<file path="src/rtl/sampling_pkg.sv">
// Shared definitions for the sampled-polynomial memories and their readers.
// Holds the polynomial selector encoding, buffer depth, CBD magnitude bound
// and the q construction used by both the sampler and the reader.
package sampling_pkg;

    typedef enum logic [1:0] {
        POLY_V    = 2'd0,
        POLY_E0   = 2'd1,
        POLY_E1   = 2'd2,
        POLY_RSVD = 2'd3
    } poly_sel_t;

    typedef enum logic [1:0] {
        RD_IDLE  = 2'd0,
        RD_RUN   = 2'd1,
        RD_DRAIN = 2'd2
    } reader_state_t;

    localparam int FIFO_DEPTH  = 4;
    localparam int CBD_MAX_MAG = 21;

    localparam int Q_LOGQ = 54;
    localparam int Q_M    = 17;
    localparam int Q_W    = 24;
    localparam int Q_TOP  = Q_LOGQ - Q_M - Q_W;

    // q = {top ones field, qm, zeros, 1}; the top field holds 5+k ones.
    function automatic logic [Q_LOGQ-1:0] build_q(input logic [3:0] k,
                                                  input logic [Q_M-1:0] qm);
        logic [Q_TOP-1:0] top;
        top = 13'h1fff >> (4'd8 - k);
        return {top, qm, {(Q_W-1){1'b0}}, 1'b1};
    endfunction

endpackage

</file>
<file path="src/rtl/coeff_fifo.sv">
// Small shift-register FIFO whose head entry is always a flop, so the
// consumer sees registered data. Writes land just behind the current tail.
module coeff_fifo #(
    parameter int WIDTH = 8,
    parameter int DEPTH = 4,
    localparam int CW   = $clog2(DEPTH + 1)
) (
    input  logic             clk_i,
    input  logic             rst_ni,
    input  logic             push_i,
    input  logic [WIDTH-1:0] push_data_i,
    input  logic             pop_i,
    output logic [WIDTH-1:0] head_o,
    output logic             valid_o,
    output logic [CW-1:0]    count_o
);

    logic [WIDTH-1:0] ent_q [DEPTH];
    logic [WIDTH-1:0] ent_d [DEPTH];
    logic [CW-1:0]    cnt_q, cnt_d;
    logic [CW-1:0]    wr_idx;
    logic             do_pop, do_push;

    // Shift out the head on pop and place a new entry at the first free slot.
    always_comb begin
        ent_d   = ent_q;
        do_pop  = pop_i && (cnt_q != '0);
        do_push = push_i && ((cnt_q < CW'(DEPTH)) || do_pop);
        wr_idx  = do_pop ? (cnt_q - CW'(1)) : cnt_q;
        if (do_pop) begin
            for (int i = 0; i < DEPTH - 1; i++) begin
                ent_d[i] = ent_q[i+1];
            end
        end
        if (do_push) begin
            for (int i = 0; i < DEPTH; i++) begin
                if (CW'(i) == wr_idx) begin
                    ent_d[i] = push_data_i;
                end
            end
        end
        cnt_d = cnt_q + CW'(do_push) - CW'(do_pop);
    end

    // Storage and occupancy registers, cleared asynchronously.
    always_ff @(posedge clk_i or negedge rst_ni) begin
        if (!rst_ni) begin
            for (int i = 0; i < DEPTH; i++) begin
                ent_q[i] <= '0;
            end
            cnt_q <= '0;
        end else begin
            ent_q <= ent_d;
            cnt_q <= cnt_d;
        end
    end

    assign head_o  = ent_q[0];
    assign valid_o = (cnt_q != '0);
    assign count_o = cnt_q;

endmodule

</file>
<file path="src/rtl/error_poly_reader.sv">
// Reads one sampled polynomial (v, e0 or e1) in address order, lifts each
// coefficient to a residue mod q and streams it out over valid/ready.
// Optional ERR_BOUND_CHECK_EN adds a sticky err_flag for out-of-range words.
module error_poly_reader
    import sampling_pkg::*;
#(
    parameter int LOGN = 13,
    parameter int LOGQ = Q_LOGQ,
    parameter int M    = Q_M,
    parameter int W    = Q_W
) (
    input  logic            clk,
    input  logic            rst_n,
    input  logic            start,
    input  logic [1:0]      poly_sel,
    input  logic [1:0]      current_n,
    input  logic [3:0]      current_k,
    input  logic [M-1:0]    qm,
    output logic [LOGN-1:0] rd_addr,
    output logic            rd_en_v,
    output logic            rd_en_e0,
    output logic            rd_en_e1,
    input  logic [1:0]      rd_data_v,
    input  logic [5:0]      rd_data_e0,
    input  logic [5:0]      rd_data_e1,
    output logic [LOGQ-1:0] coeff_data,
    output logic            coeff_valid,
    input  logic            coeff_ready,
    output logic            coeff_last,
    output logic            busy,
    output logic            done
`ifdef ERR_BOUND_CHECK_EN
    ,
    output logic            err_flag
`endif
);

    localparam int CW = $clog2(FIFO_DEPTH + 1);

    reader_state_t   state_q, state_d;
    logic [LOGN-1:0] addr_q, addr_d;
    logic [LOGN-1:0] last_q, last_d;
    logic [LOGQ-1:0] q_q, q_d;
    poly_sel_t       sel_q, sel_d;
    logic            pend_q, pend_d;
    logic            pend_last_q, pend_last_d;
    logic            done_q, done_d;

    logic            start_ok, issue, hs, hs_last;
    logic [1:0]      n_sel;
    logic [5:0]      e_word;
    logic [LOGQ-1:0] mag, conv;
    logic [LOGQ:0]   fifo_head;
    logic            fifo_valid;
    logic [CW-1:0]   fifo_cnt;

    assign start_ok = start && (state_q == RD_IDLE) && (poly_sel != 2'd3);
    assign n_sel    = (current_n == 2'd3) ? 2'd2 : current_n;
    assign issue    = (state_q == RD_RUN) &&
                      ((int'(fifo_cnt) + int'(pend_q)) < FIFO_DEPTH);
    assign hs       = fifo_valid && coeff_ready;
    assign hs_last  = hs && fifo_head[LOGQ];

    // Next-state logic: latch the job on start, walk addresses, drain on last.
    always_comb begin
        state_d     = state_q;
        addr_d      = addr_q;
        last_d      = last_q;
        q_d         = q_q;
        sel_d       = sel_q;
        pend_d      = issue;
        pend_last_d = issue && (addr_q == last_q);
        done_d      = hs_last;
        case (state_q)
            RD_IDLE: begin
                if (start_ok) begin
                    state_d = RD_RUN;
                    addr_d  = '0;
                    last_d  = {LOGN{1'b1}} >> (2'd2 - n_sel);
                    q_d     = build_q(current_k, qm);
                    sel_d   = poly_sel_t'(poly_sel);
                end
            end
            RD_RUN: begin
                if (issue) begin
                    if (addr_q == last_q) begin
                        addr_d  = '0;
                        state_d = RD_DRAIN;
                    end else begin
                        addr_d = addr_q + LOGN'(1);
                    end
                end
            end
            RD_DRAIN: begin
                if (hs_last) begin
                    state_d = RD_IDLE;
                end
            end
            default: state_d = RD_IDLE;
        endcase
    end

    // Control and job registers; in-flight reads are dropped on reset.
    always_ff @(posedge clk or negedge rst_n) begin
        if (!rst_n) begin
            state_q     <= RD_IDLE;
            addr_q      <= '0;
            last_q      <= '0;
            q_q         <= '0;
            sel_q       <= POLY_V;
            pend_q      <= 1'b0;
            pend_last_q <= 1'b0;
            done_q      <= 1'b0;
        end else begin
            state_q     <= state_d;
            addr_q      <= addr_d;
            last_q      <= last_d;
            q_q         <= q_d;
            sel_q       <= sel_d;
            pend_q      <= pend_d;
            pend_last_q <= pend_last_d;
            done_q      <= done_d;
        end
    end

    // Lift the returned memory word to a residue in [0,q).
    always_comb begin
        e_word = (sel_q == POLY_E1) ? rd_data_e1 : rd_data_e0;
        mag    = {{(LOGQ-5){1'b0}}, e_word[4:0]};
        conv   = '0;
        case (sel_q)
            POLY_V: begin
                case (rd_data_v)
                    2'd1:    conv = LOGQ'(1);
                    2'd3:    conv = q_q - LOGQ'(1);
                    default: conv = '0;
                endcase
            end
            POLY_E0, POLY_E1: begin
                if (!e_word[5]) begin
                    conv = mag;
                end else if (mag != '0) begin
                    conv = q_q - mag;
                end else begin
                    conv = '0;
                end
            end
            default: conv = '0;
        endcase
    end

    coeff_fifo #(
        .WIDTH (LOGQ + 1),
        .DEPTH (FIFO_DEPTH)
    ) u_fifo (
        .clk_i       (clk),
        .rst_ni      (rst_n),
        .push_i      (pend_q),
        .push_data_i ({pend_last_q, conv}),
        .pop_i       (hs),
        .head_o      (fifo_head),
        .valid_o     (fifo_valid),
        .count_o     (fifo_cnt)
    );

    assign rd_addr     = addr_q;
    assign rd_en_v     = issue && (sel_q == POLY_V);
    assign rd_en_e0    = issue && (sel_q == POLY_E0);
    assign rd_en_e1    = issue && (sel_q == POLY_E1);
    assign coeff_data  = fifo_head[LOGQ-1:0];
    assign coeff_valid = fifo_valid;
    assign coeff_last  = fifo_valid && fifo_head[LOGQ];
    assign busy        = (state_q != RD_IDLE);
    assign done        = done_q;

`ifdef ERR_BOUND_CHECK_EN
    logic err_q, err_d, bad_word;

    // Sticky range flag: cleared by a new job, set by any out-of-range word.
    always_comb begin
        bad_word = 1'b0;
        if (pend_q) begin
            if (sel_q == POLY_V) begin
                bad_word = (rd_data_v == 2'd2);
            end else begin
                bad_word = (e_word[4:0] > 5'(CBD_MAX_MAG));
            end
        end
        err_d = err_q;
        if (start_ok) begin
            err_d = 1'b0;
        end
        if (bad_word) begin
            err_d = 1'b1;
        end
    end

    // Range flag register.
    always_ff @(posedge clk or negedge rst_n) begin
        if (!rst_n) begin
            err_q <= 1'b0;
        end else begin
            err_q <= err_d;
        end
    end

    assign err_flag = err_q;
`endif

endmodule
</file>
<file path="config.mk">
export PLATFORM = sky130hd
export DESIGN_NAME = error_poly_reader
export DESIGN_NICKNAME = d
export VERILOG_FILES = /design/src/rtl/sampling_pkg.sv /design/src/rtl/coeff_fifo.sv /design/src/rtl/error_poly_reader.sv
export SDC_FILE = /design/constraint.sdc
export NUM_CORES = 1
export LEC_CHECK = 0
export BUFFER_PORTS_ARGS = -buffer_cell sky130_fd_sc_hd__buf_4
export CORE_UTILIZATION = 66
export CTS_CLUSTER_DIAMETER = 40
export CTS_CLUSTER_SIZE = 8
export DETAILED_ROUTE_END_ITERATION = 6
export HOLD_SLACK_MARGIN = 0.15
export PLACE_DENSITY_LB_ADDON = 0.12
export SYNTH_ARGS = -nofsm -noshare
export SYNTH_HDL_FRONTEND = slang
export SYNTH_HIERARCHICAL = 1
export SYNTH_SLANG_ARGS = --single-unit
export TNS_END_PERCENT = 10
</file>
<file path="constraint.sdc">
create_clock -name clk -period 10.15 [get_ports clk]
set_input_delay 3.045 -clock clk [delete_from_list [all_inputs] [get_ports clk]]
set_output_delay 3.045 -clock clk [all_outputs]
set_load 0.05 [all_outputs]
</file>
==> results.py, run 1 <==
metrics = {
    "run_status": {
        "status": "finished clean",
    },
    "yosys": {
        "synthesis.instances": 1252,
        "synth_edf_count": 0,
        "synth_top_family_by_area": "multiplexers",
        "ys_types": 68,
        "synth_simple_gate_area_share_pct": 7.869,
        "synth_fp_nets": 1312,
        "yosys.area.top_type": "dfrtp_1",
        "synth-main-ff-cell": "dfrtp_1",
        "synthesis.area_mm2": 0.01568,
        "synthArstFlopShare_pct": 100.0,
        "ys_ff_latch": 277,
        "synth-seq-area-share_pct": 44.21,
        "yosysWarnings": 6,
        "synthMuxAreaShare_pct": 32.55,
        "yosysTopAreaCellShare_pct": 44.21,
        "synthAdderAreaFrac_pct": 1.405,
        "syn_avg_cell_area_um2": 12.52,
        "synth_compound_area_share_pct": 6.712,
        "synthTopCellsByArea": "dfrtp_1 (44%), mux2_2 (20%), mux2_4 (12%)",
        "yosys.area_share.xor_xnor_pct": 1.453,
    },
    "placed_design": {
        "preCtsSetupSlack_ps": 4221,
        "portBuffers": 116,
        "dpl.hpwl_um": 20150,
        "gp_congestion": 0.9010,
    },
    "clock_tree": {
        "holdBufCountCts": 0,
        "clk_pin_slew_ps": 50,
        "max-clock-path-buffers": 3,
        "clk_latency_ps": 520,
        "cts.repair.resized": 0,
        "clock_sinks": 277,
        "cts-root-buf": "clkbuf_16",
        "cts_tree": "yes",
        "numCtsBuffers": 43,
        "cts_setup_buffers": 0,
        "htree_levels": 2,
    },
    "setup_path": {
        "reg2reg_to": "u_fifo/ent_q[41]$_DFFE_PN0P_",
        "rrSetupSlack_ps": 6110,
        "crit_required_ps": 10600,
        "cp_num_buf_inv": 1,
        "cp_max_fo": 9,
        "cp-end-kind": "flip-flop",
        "cp_cell_sequence": "buf_4 > mux2_2 > ha_1 > o41ai_1 > nor4_4 > nor2_1 > a21oi_1 > a211oi_1 > mux2_4",
        "critPathLaunchType": "input port",
        "max_stage_delay_ps": 990,
        "worst-r2r-cell-count": 10,
        "crit_arrival_ps": 5950,
        "critPathKind": "in2reg",
        "r2r_start": "sel_q[0]$_DFFE_PN0P_",
        "slowest_stage": "o41ai_1",
        "cp_top_family": "compound AO/OA/AOI/OAI gates",
    },
    "drt": {
        "drt_wl_total_um": 32730,
        "drcViolationCount": 0,
        "vias": 9981,
        "drtPass1Iterations": 5,
        "wl_per_cell_um": 20.01,
        "first_iter_violations": 601,
        "drt-vias-per-instance": 6.101,
        "ant_nets": 0,
    },
    "floorplan": {
        "dieHeight_um": 156.1,
        "placementRows": 56,
        "initial_core_util_pct": 66.99,
        "dieArea_mm2": 0.02437,
        "die_x_um": 156.1,
        "coreArea_mm2": 0.02340,
        "boundaryPins": 117,
    },
    "grt": {
        "grt_util_all_layers_pct": 27.67,
        "antenna_found_initial": 1,
        "first_global_vias": 10200,
        "grt_pass1_wl_um": 53340,
        "grt_max_degree": 167,
        "grt_overflow_total": 0,
    },
    "final_layout": {
        "syn2layout_area_growth_pct": 11.58,
        "layout_common_cells": "mux2_2 (277), dfrtp_1 (277), buf_4 (128)",
        "n_antenna_cell": 0,
        "drive_above_1_share_pct": 45.86,
        "final_nets": 1365,
    },
    "worst_hold_path": {
        "hold_end": "last_q[10]$_DFFE_PN0P_",
        "worstHoldStart": "last_q[10]$_DFFE_PN0P_",
        "hp-class": "reg2reg",
        "hold_path_depth": 1,
    },
    "sta": {
        "setup_viol_count_final": 0,
        "slew_viol_final": 0,
        "tightest_slew_ps": 1253,
        "fin_skew_ps": 13.64,
        "final.period_utilization_pct": 54.22,
        "period_minus_slack_ps": 5504,
        "hold_viol": 0,
        "finalWorstSetupSlack_ps": 4646,
        "maxSlewHeadroom_pct": 16.45,
        "setup_tns_ps": 0,
        "clock.fmax_mhz": 181.7,
        "rsz0062_at_grt": "no",
    },
    "power": {
        "power.density_mw_per_mm2": 182.9,
        "ir_drop_uv": 209.6,
        "leakage_nw": 9.045,
        "p_total_mw": 3.199,
    },
    "flow_run": {
        "maxCapViolations": 0,
    },
}
[worst reg2reg max path: stages, from the launching register on]
cell	delay, ps
dfrtp_1	410
inv_1	100
ha_1	530
mux2_2	420
ha_1	230
o41ai_1	990
nor4_4	200
nor2_1	150
a21oi_1	70
a211oi_1	620
mux2_4	270
[where the power goes]
group / internal, mW / total [mW] / leakage (nW) / switching, mW
sequential: 1.13 / 1.18 / 3.84 / 0.0496
combinational: 0.286 / 0.726 / 4.60 / 0.441
clock: 0.829 / 1.29 / 0.608 / 0.459
[cells in the mapped netlist (4+ instances only)]
library cell and number:
a211oi_1 5, a21o_1 6, a21oi_1 34, a311oi_1 4, and2_1 6, and3_1 8
buf_1 16, buf_2 4, buf_4 55, buf_6 21, clkbuf_1 26, dfrtp_1 277
ha_1 16, inv_1 22, mux2_1 5, mux2_2 277, mux2_4 125, mux2i_1 5
nand2_1 51, nand2b_1 9, nand3_1 14, nand4_1 7, nor2_1 53, nor2b_1 4
nor3_1 20, nor3b_1 4, nor4_1 21, o211ai_1 4, o21ai_0 26, o21ai_1 10
o22ai_1 8, o31ai_1 9, o41ai_1 4, or3_1 6, or4_1 11, xnor2_1 12
xor2_1 14
[final cells by class]
| class | instances | area (um2) |
|---|---|---|
| Inverter | 22 | 82.58 |
| Fill cell | 1606 | 5909 |
| Sequential cell | 277 | 6932 |
| Timing Repair Buffer | 130 | 996.0 |
| Tap cell | 319 | 399.1 |
| Clock buffer | 53 | 1186 |
| Clock inverter | 4 | 48.80 |
| Multi-Input combinational cell | 831 | 7849 |
[stage by stage]
stage / hold slack, ps / instances / util (%) / area [um2]
global route: 506.6 / 1636 / 74.75 / 17490
floorplan: 454.4 / 1252 / - / 15680
CTS: 493.7 / 1636 / 74.75 / 17490
detailed placement: 476.1 / 1579 / 69.47 / 16260
finish: 489.0 / 1636 / 74.75 / 17490
global placement: 472.1 / 1579 / 69.47 / 16260
[flip-flops by register name, summed over array words and instances, names as in the netlist]
name,cells
state_q,2
last_q,4
done,1
sel_q,2
pend_last_q,1
q_q,30
u_fifo/head_o,55
u_fifo/count_o,3
rd_addr,13
pend_q,1
u_fifo/ent_q,165
[metal layers]
metal / GRT usage, % / vias to the layer above / share of wire (%)
met3: 4.389 / 69 / 4.6
met5: 0 / - / 0.040
met1: 36.79 / 4993 / 44
met4: 9.851 / 2 / 2.6
met2: 45.94 / 308 / 49
li1: - / 4609 / -
[cells by family (layout without fill, tap and decap cells)]
| kind of cell | count (synthesis) | count (layout) |
|---|---|---|
| flops | 277 | 277 |
| simple gates | 231 | 231 |
| mux | 412 | 412 |
| fa+ha+maj | 17 | 17 |
| xor+xnor | 26 | 26 |
| buf+inv | 144 | 209 |
| compound gates | 145 | 145 |
[worst max path at each step]
stage / start / cells past startpoint / to
global route: rd_data_e1[0] / 9 / u_fifo/head_o[41]$_DFF_PN0_
detailed placement: rd_data_e1[0] / 9 / u_fifo/ent_q[41]$_DFFE_PN0P_
CTS: rd_data_e1[0] / 9 / u_fifo/ent_q[41]$_DFFE_PN0P_
floorplan: rd_data_e1[0] / 9 / u_fifo/head_o[41]$_DFF_PN0_
global placement: rd_data_e1[0] / 9 / u_fifo/head_o[41]$_DFF_PN0_
finish: rd_data_e1[0] / 9 / u_fifo/ent_q[41]$_DFFE_PN0P_
Note: power is estimated with default switching activity, not from simulation.
==> run 2, diff against run 1 <==
Settings changed: ABC_AREA from default to 1, CORE_UTILIZATION 66 to 62.
Clock period 10.15 ns to 5.3 ns, I/O delays scaled along.
==> results.py, run 2 <==
metrics = {
    "clock_tree": {
        "numCtsBuffers": 45,
        "clock_sinks": 277,
        "cts_tree": "yes",
        "max-clock-path-buffers": 3,
        "htree_levels": 2,
        "clk_latency_ps": 540,
        "cts-root-buf": "clkbuf_16",
        "cts.repair.resized": 0,
        "cts_setup_buffers": 0,
        "clk_pin_slew_ps": 50,
        "holdBufCountCts": 0,
    },
    "drt": {
        "wl_per_cell_um": 16.14,
        "drt_wl_total_um": 43590,
        "ant_nets": 0,
        "drt-vias-per-instance": 5.639,
        "vias": 15220,
        "drcViolationCount": 0,
        "first_iter_violations": 1615,
        "drtPass1Iterations": 6,
    },
    "sta": {
        "rsz0062_at_grt": "no",
        "final.period_utilization_pct": 77.09,
        "setup_tns_ps": 0,
        "period_minus_slack_ps": 4086,
        "fin_worst_hold_slack_ps": 463.8,
        "slew_viol_final": 0,
        "fin_skew_ps": 10.83,
        "maxSlewHeadroom_pct": 16.95,
        "tightest_slew_ps": 1246,
        "hold_viol": 0,
        "clock.fmax_mhz": 244.8,
        "setup_viol_count_final": 0,
    },
    "floorplan": {
        "boundaryPins": 117,
        "placementRows": 58,
        "die_x_um": 163.8,
        "initial_core_util_pct": 63.91,
        "dieHeight_um": 163.8,
        "coreArea_mm2": 0.02540,
        "dieArea_mm2": 0.02683,
    },
    "final_layout": {
        "final_common_cell": "nand2_1",
        "syn2layout_area_growth_pct": 11.55,
        "n_fill_cell": 2149,
        "regMostFlops": "u_fifo/ent_q",
        "layout_common_cells": "nand2_1 (1,130), nand3_1 (315), dfrtp_1 (277)",
        "largest_register_ffs": 165,
        "n_antenna_cell": 0,
        "final_nets": 2410,
        "drive_above_1_share_pct": 11.35,
    },
    "yosys": {
        "yosysTopAreaCellShare_pct": 42.70,
        "synth_top_cells_by_count": "nand2_1 (1,130), nand3_1 (315), dfrtp_1 (277)",
        "synthTopCellsByArea": "dfrtp_1 (43%), nand2_1 (26%), nand3_1 (9.7%)",
        "synthArstFlopShare_pct": 100.0,
        "synth_fp_nets": 2401,
        "synth-seq-area-share_pct": 42.70,
        "synth_edf_count": 0,
        "ys_types": 43,
        "ys_ff_latch": 277,
        "synthMostInstantiatedCell": "nand2_1",
        "yosys.area.top_type": "dfrtp_1",
        "synth-main-ff-cell": "dfrtp_1",
        "synthesis.area_mm2": 0.01623,
        "synthesis.instances": 2341,
        "yosysWarnings": 6,
        "syn_avg_cell_area_um2": 6.934,
    },
    "setup_path": {
        "critPathKind": "in2reg",
        "critPathLaunchType": "input port",
        "cp_max_fo": 10,
        "cp-end-kind": "flip-flop",
        "crit_start": "rd_data_e1[0]",
        "crit_arrival_ps": 4550,
        "crit_required_ps": 5760,
        "rrSetupSlack_ps": 1350,
        "r2r_start": "sel_q[0]$_DFFE_PN0P_",
    },
    "grt": {
        "grt_max_degree": 166,
        "antenna_found_initial": 0,
        "grt_util_all_layers_pct": 33.32,
        "grt_overflow_total": 0,
        "first_global_vias": 14080,
        "grt_pass1_wl_um": 71730,
    },
    "worst_hold_path": {
        "hp-class": "reg2reg",
        "worstHoldStart": "u_fifo/ent_q[1]$_DFFE_PN0P_",
    },
    "placed_design": {
        "portBuffers": 116,
        "gp_congestion": 0.9503,
        "dpl.hpwl_um": 26710,
    },
    "power": {
        "ir_drop_uv": 516.4,
        "power.density_mw_per_mm2": 620.4,
        "leakage_nw": 9.883,
    },
    "run_status": {
        "status": "finished clean",
    },
    "flow_run": {
        "maxCapViolations": 0,
    },
}
[run 2: cells by family after synthesis]
group / Yosys count / share of synthesized area, %
and+or+nand+nor: 1597 / 41.28
buffers and inverters: 287 / 8.918
DFF: 277 / 42.70
AOI/OAI and AO/OA: 147 / 4.879
adders and majority gates: 17 / 1.357
xor gates and xnor gates: 16 / 0.8633
[run 2: final cells by class]
class                           instances  area [um2]  share of cell area [%]
Tap cell                              330       412.9                   2.280
Clock inverter                          8       97.59                  0.5390
Sequential cell                       277        6932                   38.28
Multi-Input combinational cell       1777        7891                   43.58
Timing Repair Buffer                  146        1154                   6.371
Inverter                              103       391.6                   2.163
Clock buffer                           59        1229                   6.786
[run 2: final timing paths]
check / to / cells past startpoint
worst max-delay path: u_fifo/head_o[44]$_DFF_PN0_ / 16
worst min-delay path: u_fifo/ent_q[1]$_DFFE_PN0P_ / 2
worst max register to register: u_fifo/head_o[44]$_DFF_PN0_ / 16
worst min register to register: u_fifo/ent_q[1]$_DFFE_PN0P_ / 2
max in group asynchronous: u_fifo/ent_q[84]$_DFF_PN0_ / 2
min in group asynchronous: u_fifo/head_o[2]$_DFF_PN0_ / 1
[run 2: critical path: stages]
cell,delay (ps)
buf_4,110
nand2_1,50
o21a_1,210
inv_1,70
ha_1,190
inv_1,90
ha_1,210
inv_1,80
nor3_1,190
ha_1,340
clkinv_1,390
nand3_1,200
nand3_1,90
a21oi_1,420
nand3_1,160
nand2_1,160
[run 2: power breakdown]
group | leakage, nW | internal (mW) | total, mW | switching, mW
clock network | 0.646 | 1.65 | 2.61 | 0.962
registers | 3.67 | 2.87 | 3.42 | 0.556
logic | 5.57 | 1.37 | 5.20 | 3.83
total | 9.88 | 5.89 | 11.2 | 5.35
[run 2: stage by stage]
step	power (mW)	cells	worst slack (ps)	utilization, %	instance area [um2]
finish	11.23	2700	1214	71.29	18110
detailed placement	8.544	2633	787.1	66.07	16780
floorplan	7.373	2341	1572	-	16230
global route	11.96	2700	1048	71.29	18110
global placement	8.419	2633	910.6	66.07	16780
CTS	11.21	2700	1302	71.29	18110
[run 2: layer usage]
layer  part of all wire [%]  wire length [um]  track usage [%]  up-vias
li1                       -                 -                -     7368
met4                    2.9              1280            11.36        0
met5                      0                 0                0        -
met2                     47             20440            53.68      598
met1                     44             19130            46.60     7160
met3                    6.3              2739            4.066       98
